File: config.mk
export PLATFORM = sky130hd
export DESIGN_NAME = l1_to_l2_arbiter
export DESIGN_NICKNAME = d
export VERILOG_FILES = /design/src/rtl/l1_to_l2_arbiter.sv
export SDC_FILE = /design/constraint.sdc
export NUM_CORES = 1
export LEC_CHECK = 0
export BUFFER_PORTS_ARGS = -buffer_cell sky130_fd_sc_hd__buf_2
export CAP_MARGIN = 20
export CELL_PAD_IN_SITES_DETAIL_PLACEMENT = 1
export CELL_PAD_IN_SITES_GLOBAL_PLACEMENT = 1
export CORE_ASPECT_RATIO = 0.75
export CORE_MARGIN = 1
export CORE_UTILIZATION = 29
export DETAILED_ROUTE_END_ITERATION = 10
export GPL_TIMING_DRIVEN = 0
export PLACE_DENSITY = 0.78
export SETUP_SLACK_MARGIN = 0.4
export SLEW_MARGIN = 20
export SYNTH_ARGS = -nofsm -noshare
export SYNTH_HDL_FRONTEND = slang
export SYNTH_SLANG_ARGS = --single-unit
File: constraint.sdc
create_clock -name clk -period 1.5 [get_ports clk]
set_input_delay 0.375 -clock clk [delete_from_list [all_inputs] [get_ports clk]]
set_output_delay 0.375 -clock clk [all_outputs]
set_load 0.05 [all_outputs]
File: src/rtl/l1_to_l2_arbiter.sv
// ---------------------------------------------------------------------------
// l1_to_l2_arbiter
//
// Purpose: shares one L2CACHE request port between the ICACHE and the DCACHE.
// There is exactly one transaction in flight at a time. Requesters are
// granted round-robin, and the granted request is held stable towards L2.
// The L2 response is routed back to the owner as a one-cycle pulse.
//
// Handshake semantics: a request transfers on a rising edge where valid and
// ready are both high. Ready may depend combinationally on valid. Valid does
// not depend on ready. Once l2_req_valid rises, it and all l2_req_* fields
// stay unchanged until the cycle in which l2_req_ready is seen high.
//
// Ports:
//   clk, reset        clock; synchronous active-high reset
//   ic_req_*          ICACHE fill request (always LOAD / WORD)
//   ic_rsp_*          ICACHE response (valid is a one-cycle pulse)
//   dc_req_*          DCACHE request (STORE / LOAD / CLFLUSH, any size)
//   dc_rsp_*          DCACHE response (valid is a one-cycle pulse)
//   l2_req_*          held request towards L2, with the owner in l2_req_src
//   l2_rsp_*          L2 response; it acknowledges every operation
//   fsm_state         debug view of the FSM: 0 = IDLE, 1 = ISSUE, 2 = WAIT_RSP
//
// Encodings:
//   op:   STORE = 0, LOAD = 1, CLFLUSH = 2
//   size: BYTE = 0, HALF = 1, WORD = 2
//   src:  UNASSIGNED = 0, ICACHE = 1, DCACHE = 2
// ---------------------------------------------------------------------------
module l1_to_l2_arbiter #(
    parameter int ADDR_W = 32,
    parameter int DATA_W = 32
) (
    input  logic              clk,
    input  logic              reset,

    input  logic              ic_req_valid,
    input  logic [ADDR_W-1:0] ic_req_addr,
    output logic              ic_req_ready,
    output logic              ic_rsp_valid,
    output logic [DATA_W-1:0] ic_rsp_data,

    input  logic              dc_req_valid,
    input  logic [1:0]        dc_req_op,
    input  logic [1:0]        dc_req_size,
    input  logic [ADDR_W-1:0] dc_req_addr,
    input  logic [DATA_W-1:0] dc_req_wdata,
    output logic              dc_req_ready,
    output logic              dc_rsp_valid,
    output logic [DATA_W-1:0] dc_rsp_data,

    output logic              l2_req_valid,
    output logic [1:0]        l2_req_op,
    output logic [1:0]        l2_req_size,
    output logic [ADDR_W-1:0] l2_req_addr,
    output logic [DATA_W-1:0] l2_req_wdata,
    output logic [1:0]        l2_req_src,
    input  logic              l2_req_ready,
    input  logic              l2_rsp_valid,
    input  logic [DATA_W-1:0] l2_rsp_data,

    output logic [1:0]        fsm_state
);

    localparam logic [1:0] OP_LOAD        = 2'd1;
    localparam logic [1:0] SIZE_WORD      = 2'd2;
    localparam logic [1:0] SRC_UNASSIGNED = 2'd0;
    localparam logic [1:0] SRC_ICACHE     = 2'd1;
    localparam logic [1:0] SRC_DCACHE     = 2'd2;

    typedef enum logic [1:0] {
        IDLE     = 2'd0,
        ISSUE    = 2'd1,
        WAIT_RSP = 2'd2
    } state_e;

    state_e              state_q;
    state_e              state_d;
    logic                grant_ic;
    logic                grant_dc;
    // Set when the most recent grant went to the DCACHE. Reset clears it so
    // that the DCACHE wins the first tie.
    logic                last_dc_q;

    logic [1:0]          op_q;
    logic [1:0]          size_q;
    logic [1:0]          src_q;
    logic [ADDR_W-1:0]   addr_q;
    logic [DATA_W-1:0]   wdata_q;

    logic                ic_rsp_valid_q;
    logic                dc_rsp_valid_q;
    logic [DATA_W-1:0]   ic_rsp_data_q;
    logic [DATA_W-1:0]   dc_rsp_data_q;

    // Next-state and grant logic. Grants are issued only in IDLE, and never
    // while reset is high, so that reset has priority over a waiting request.
    always_comb begin
        state_d  = state_q;
        grant_ic = 1'b0;
        grant_dc = 1'b0;
        case (state_q)
            IDLE: begin
                if (!reset) begin
                    if (dc_req_valid && (!ic_req_valid || !last_dc_q)) begin
                        grant_dc = 1'b1;
                    end else if (ic_req_valid) begin
                        grant_ic = 1'b1;
                    end
                    if (grant_ic || grant_dc) begin
                        state_d = ISSUE;
                    end
                end
            end
            ISSUE: begin
                if (l2_req_ready) begin
                    state_d = WAIT_RSP;
                end
            end
            WAIT_RSP: begin
                if (l2_rsp_valid) begin
                    state_d = IDLE;
                end
            end
            default: state_d = IDLE;
        endcase
    end

    always_ff @(posedge clk) begin
        if (reset) begin
            state_q        <= IDLE;
            last_dc_q      <= 1'b0;
            op_q           <= '0;
            size_q         <= '0;
            src_q          <= SRC_UNASSIGNED;
            addr_q         <= '0;
            wdata_q        <= '0;
            ic_rsp_valid_q <= 1'b0;
            dc_rsp_valid_q <= 1'b0;
            ic_rsp_data_q  <= '0;
            dc_rsp_data_q  <= '0;
        end else begin
            state_q        <= state_d;
            ic_rsp_valid_q <= 1'b0;
            dc_rsp_valid_q <= 1'b0;

            if (grant_dc) begin
                op_q      <= dc_req_op;
                size_q    <= dc_req_size;
                addr_q    <= dc_req_addr;
                wdata_q   <= dc_req_wdata;
                src_q     <= SRC_DCACHE;
                last_dc_q <= 1'b1;
            end else if (grant_ic) begin
                op_q      <= OP_LOAD;
                size_q    <= SIZE_WORD;
                addr_q    <= ic_req_addr;
                wdata_q   <= '0;
                src_q     <= SRC_ICACHE;
                last_dc_q <= 1'b0;
            end

            // A response is accepted only in WAIT_RSP. In any other state,
            // l2_rsp_valid is a stray and is dropped.
            if (state_q == WAIT_RSP && l2_rsp_valid) begin
                if (src_q == SRC_ICACHE) begin
                    ic_rsp_valid_q <= 1'b1;
                    ic_rsp_data_q  <= l2_rsp_data;
                end else if (src_q == SRC_DCACHE) begin
                    dc_rsp_valid_q <= 1'b1;
                    dc_rsp_data_q  <= l2_rsp_data;
                end
            end
        end
    end

    assign ic_req_ready = grant_ic;
    assign dc_req_ready = grant_dc;
    assign ic_rsp_valid = ic_rsp_valid_q;
    assign dc_rsp_valid = dc_rsp_valid_q;
    assign ic_rsp_data  = ic_rsp_data_q;
    assign dc_rsp_data  = dc_rsp_data_q;

    assign l2_req_valid = (state_q == ISSUE);
    assign l2_req_op    = op_q;
    assign l2_req_size  = size_q;
    assign l2_req_addr  = addr_q;
    assign l2_req_wdata = wdata_q;
    assign l2_req_src   = src_q;

    assign fsm_state    = state_q;

endmodule

==> reports/results.txt <==
status -> finished with violations
failing checks -> negative setup slack
Internal -> 7.78 mW
initial antenna violation count -> 1
Flop pwr share -> 0.342
1st-iter DRT viols -> 337
Arr. time, crit path -> 1.80 ns
Post-Syn Nets -> 811
Layout Cells excl Fill -> 1,318
Post-synth EDFFs -> 0
post-route antenna net violation count -> 0
Reg-to-Reg Start -> fsm_state[0]
Root Buffer -> clkbuf_16
yosys warns -> 0
count of cell types in the netlist -> 29
core area -> 18,700 sq um
CP Capture Type -> primary output
placed inst area -> 7570 sq um
final setup vio count -> 135
ys flop type -> dfxtp_1
worst endpoint required time -> 1.12 ns
Synth Cell Area -> 5600 sq um
Wirelength per Cell -> 22.9 um
chip height -> 122 um
Psw -> 3.66 mW
Seq cells post-synth -> 138
Slowest-stage cell, CP -> or3_4
reg-to-reg endpoint -> l2_req_addr[28]
Worst path top cell family by delay -> buffers and inverters
pin count of the biggest net entering global routing -> 17
Final Critical Period -> 2.17 ns
Total GRT Usage -> 0.247
# DRC -> 0
Sequential Area -> 2880 sq um
ys async rst share -> 0
Clk pin slew, worst setup/hold paths -> 0.06 ns
drt pass-1 iters -> 5
crit path cell chain -> buf_6 > or3_4 > buf_12 > a211oi_4 > buf_6
Worst Hold Depth -> 2
GPL Wtd Cong -> 0.838
# nets final -> 1,195
final instance area -> 11,100 sq um
reg-to-reg slack, setup -> -0.66 ns
final slew viol count -> 0
total CTS buffers -> 17
# H-tree levels -> 4
Critical Path Sink -> ic_req_ready
CP startpoint kind -> register
cells after synthesis -> 673
Comb power frac -> 0.235
Max rail drop VDD -> 0.000612 V
I/O pins -> 279
multi-input logic area -> 3430 sq um
pre-CTS WS -> -0.456 ns
setup ws final -> -0.675 ns
Syn Area/Cell -> 8.32 sq um
Congestion Overflow GR -> 0
post-synthesis sequential area ratio -> 0.493
Pwr Density -> 1030 nW/um^2
CTS tree -> built
Setup Skew -> 0.00889 ns
WS Path Type -> register to primary output
CTS Sinks -> 138
vias in the first global route -> 6,823
# fillers -> 2,055
Pleak -> 4.46 nW
max cap viols -> 0
Levels on crit path -> 5
Bufs on Longest Clock Path -> 2
R2R cell count -> 12
Buffers on Ports -> 278
Relative slew margins -> 0.449
unrepaired setup endpoints after global routing -> yes
Net Sw Frac -> 0.320
Clock Latency Late Sink -> 0.42 ns
placed insts -> 1,198
Vias per Instance -> 5.38
crit share post-route -> 1.45
width of the die -> 162 um
DP HPWL -> 17,100 um
hold crit path type -> primary input to register
CP most frequent cell -> buf_6
DR vias -> 7,094
WP buf/inv -> 3
slew at the pin with the worst max-slew slack -> 0.826 ns
Final Hold Viols -> 0
worst setup path startpoint -> fsm_state[0]
initial core utilization -> 0.300
routed wire length -> 30,200 um
total power -> 11.4 mW
hold buffer count at CTS -> 0
row cnt -> 43
die area -> 19,900 sq um
first-pass GRT wire length -> 37,800 um
area delta synth->final -> 98.0%
Clk pwr share -> 0.423
CP max FO -> 4
fraction of layout instances using a drive strength above 1 -> 0.664
CP peak stage delay -> 0.36 ns
fmax -> 460 MHz
TNS Setup -> -45.28 ns
-- kinds of logic (layout without fill, tap and decap cells) --
kind of cell | Yosys count | in the layout | share of synthesized area
AOI/OAI and AO/OA | 269 | 269 | 0.279
buffers and inverters | 79 | 476 | 0.0675
DFF | 138 | 138 | 0.493
other | 0 | 1 | 0
and+or+nand+nor | 187 | 187 | 0.160
-- flip-flops by register name, summed over array words and instances, names as in the netlist, 2 cells and up --
signal / count
dc_rsp_data: 32
l2_req_size: 2
l2_req_op: 2
ic_rsp_data: 32
l2_req_wdata: 32
fsm_state: 2
l2_req_addr: 32
-- worst min-delay path by stage --
| stage | from | end | slack (ns) |
|---|---|---|---|
| final | l2_req_ready | fsm_state[0] | 0.19 |
| after floorplan | l2_req_ready | fsm_state[0] | 0.48 |
| after CTS | l2_req_ready | fsm_state[0] | 0.15 |
| after global placement | l2_req_wdata[17] | l2_req_wdata[17] | 0.46 |
| after global routing | dc_req_wdata[31] | l2_req_wdata[31] | 0.20 |
| after detailed placement | l2_req_wdata[31] | l2_req_wdata[31] | 0.46 |
-- power groups by stage --
stage	Combinational (mW)	Sequential, mW	Clock (mW)
6_report	2.69	3.91	4.84
5_1_grt	2.82	3.92	5.00
4_1_cts	2.23	3.90	4.80
3_5_place_dp	1.86	3.97	0
3_3_place_gp	1.84	3.97	0
2_1_floorplan	0.748	4.45	0
-- placed cells by master, fill, tap and decap left out, drive strengths merged --
master,count
nor3,8
nor2,7
or2,1
inv,7
dfxtp,138
a311oi,32
a21bo,1
nand3b,1
nor2b,3
a2111oi,1
nand2b,2
nand3,98
and3b,2
clkinvlp,3
nand2,64
clkbuf,59
o32ai,1
o21ai,98
buf,402
a21boi,1
bufinv,5
or3,1
a211oi,1
diode,1
a21oi,134
-- cells in the mapped netlist (all sizes together), types with 2 or more instances --
master / instances / area share
a21oi: 134 / 0.12
a311oi: 32 / 0.061
and3b: 2 / 0.0031
buf: 39 / 0.041
clkbuf: 38 / 0.025
dfxtp: 138 / 0.49
inv: 2 / 0.0013
nand2: 64 / 0.043
nand2b: 2 / 0.0022
nand3: 98 / 0.088
nor2: 7 / 0.0065
nor2b: 3 / 0.0034
nor3: 8 / 0.0098
o21ai: 98 / 0.088
-- cell type report --
| class | instances | share of cell area |
|---|---|---|
| inverters | 2 | 0.000677 |
| clock inverters | 13 | 0.0193 |
| plain buffers | 77 | 0.0675 |
| flip-flops and latches | 138 | 0.260 |
| well taps | 247 | 0.0279 |
| clock buffers | 19 | 0.0390 |
| multi-input cells | 456 | 0.309 |
| diodes | 1 | 0.000226 |
| repair buffers | 365 | 0.277 |
-- worst register-to-register path, stage by stage (launching register included) --
cell and delay [ns]:
dfxtp_4 0.34, buf_6 0.11, or3_4 0.36, buf_6 0.13, buf_6 0.10, buf_6 0.10, buf_6 0.10, buf_6 0.10
buf_8 0.11, nor2_4 0.17, buf_6 0.16, buf_8 0.12, a311oi_1 0.10
-- what timing repair did --
action                     CTS  global route
hold endpoints to repair     0             0
gates cloned                 8             7
resized for setup          186           477
setup endpoints to repair  278           279
pin swaps                   19            79
buffers inserted            27            45
-- per-stage QoR --
step,utilization,hold WS (ns)
after floorplan,-,0.482
after global placement,0.405,0.459
after detailed placement,0.405,0.464
after CTS,0.495,0.148
after global routing,0.594,0.202
final,0.594,0.187
-- per-layer routing --
metal / GRT usage / up-vias / routed length, um
met3: 0.0618 / 53 / 1690
li1: - / 3223 / -
met1: 0.325 / 3533 / 12600
met4: 0.0831 / 0 / 749
met5: 0 / - / 0
met2: 0.393 / 285 / 15100
(Power assumes the default switching activity.)
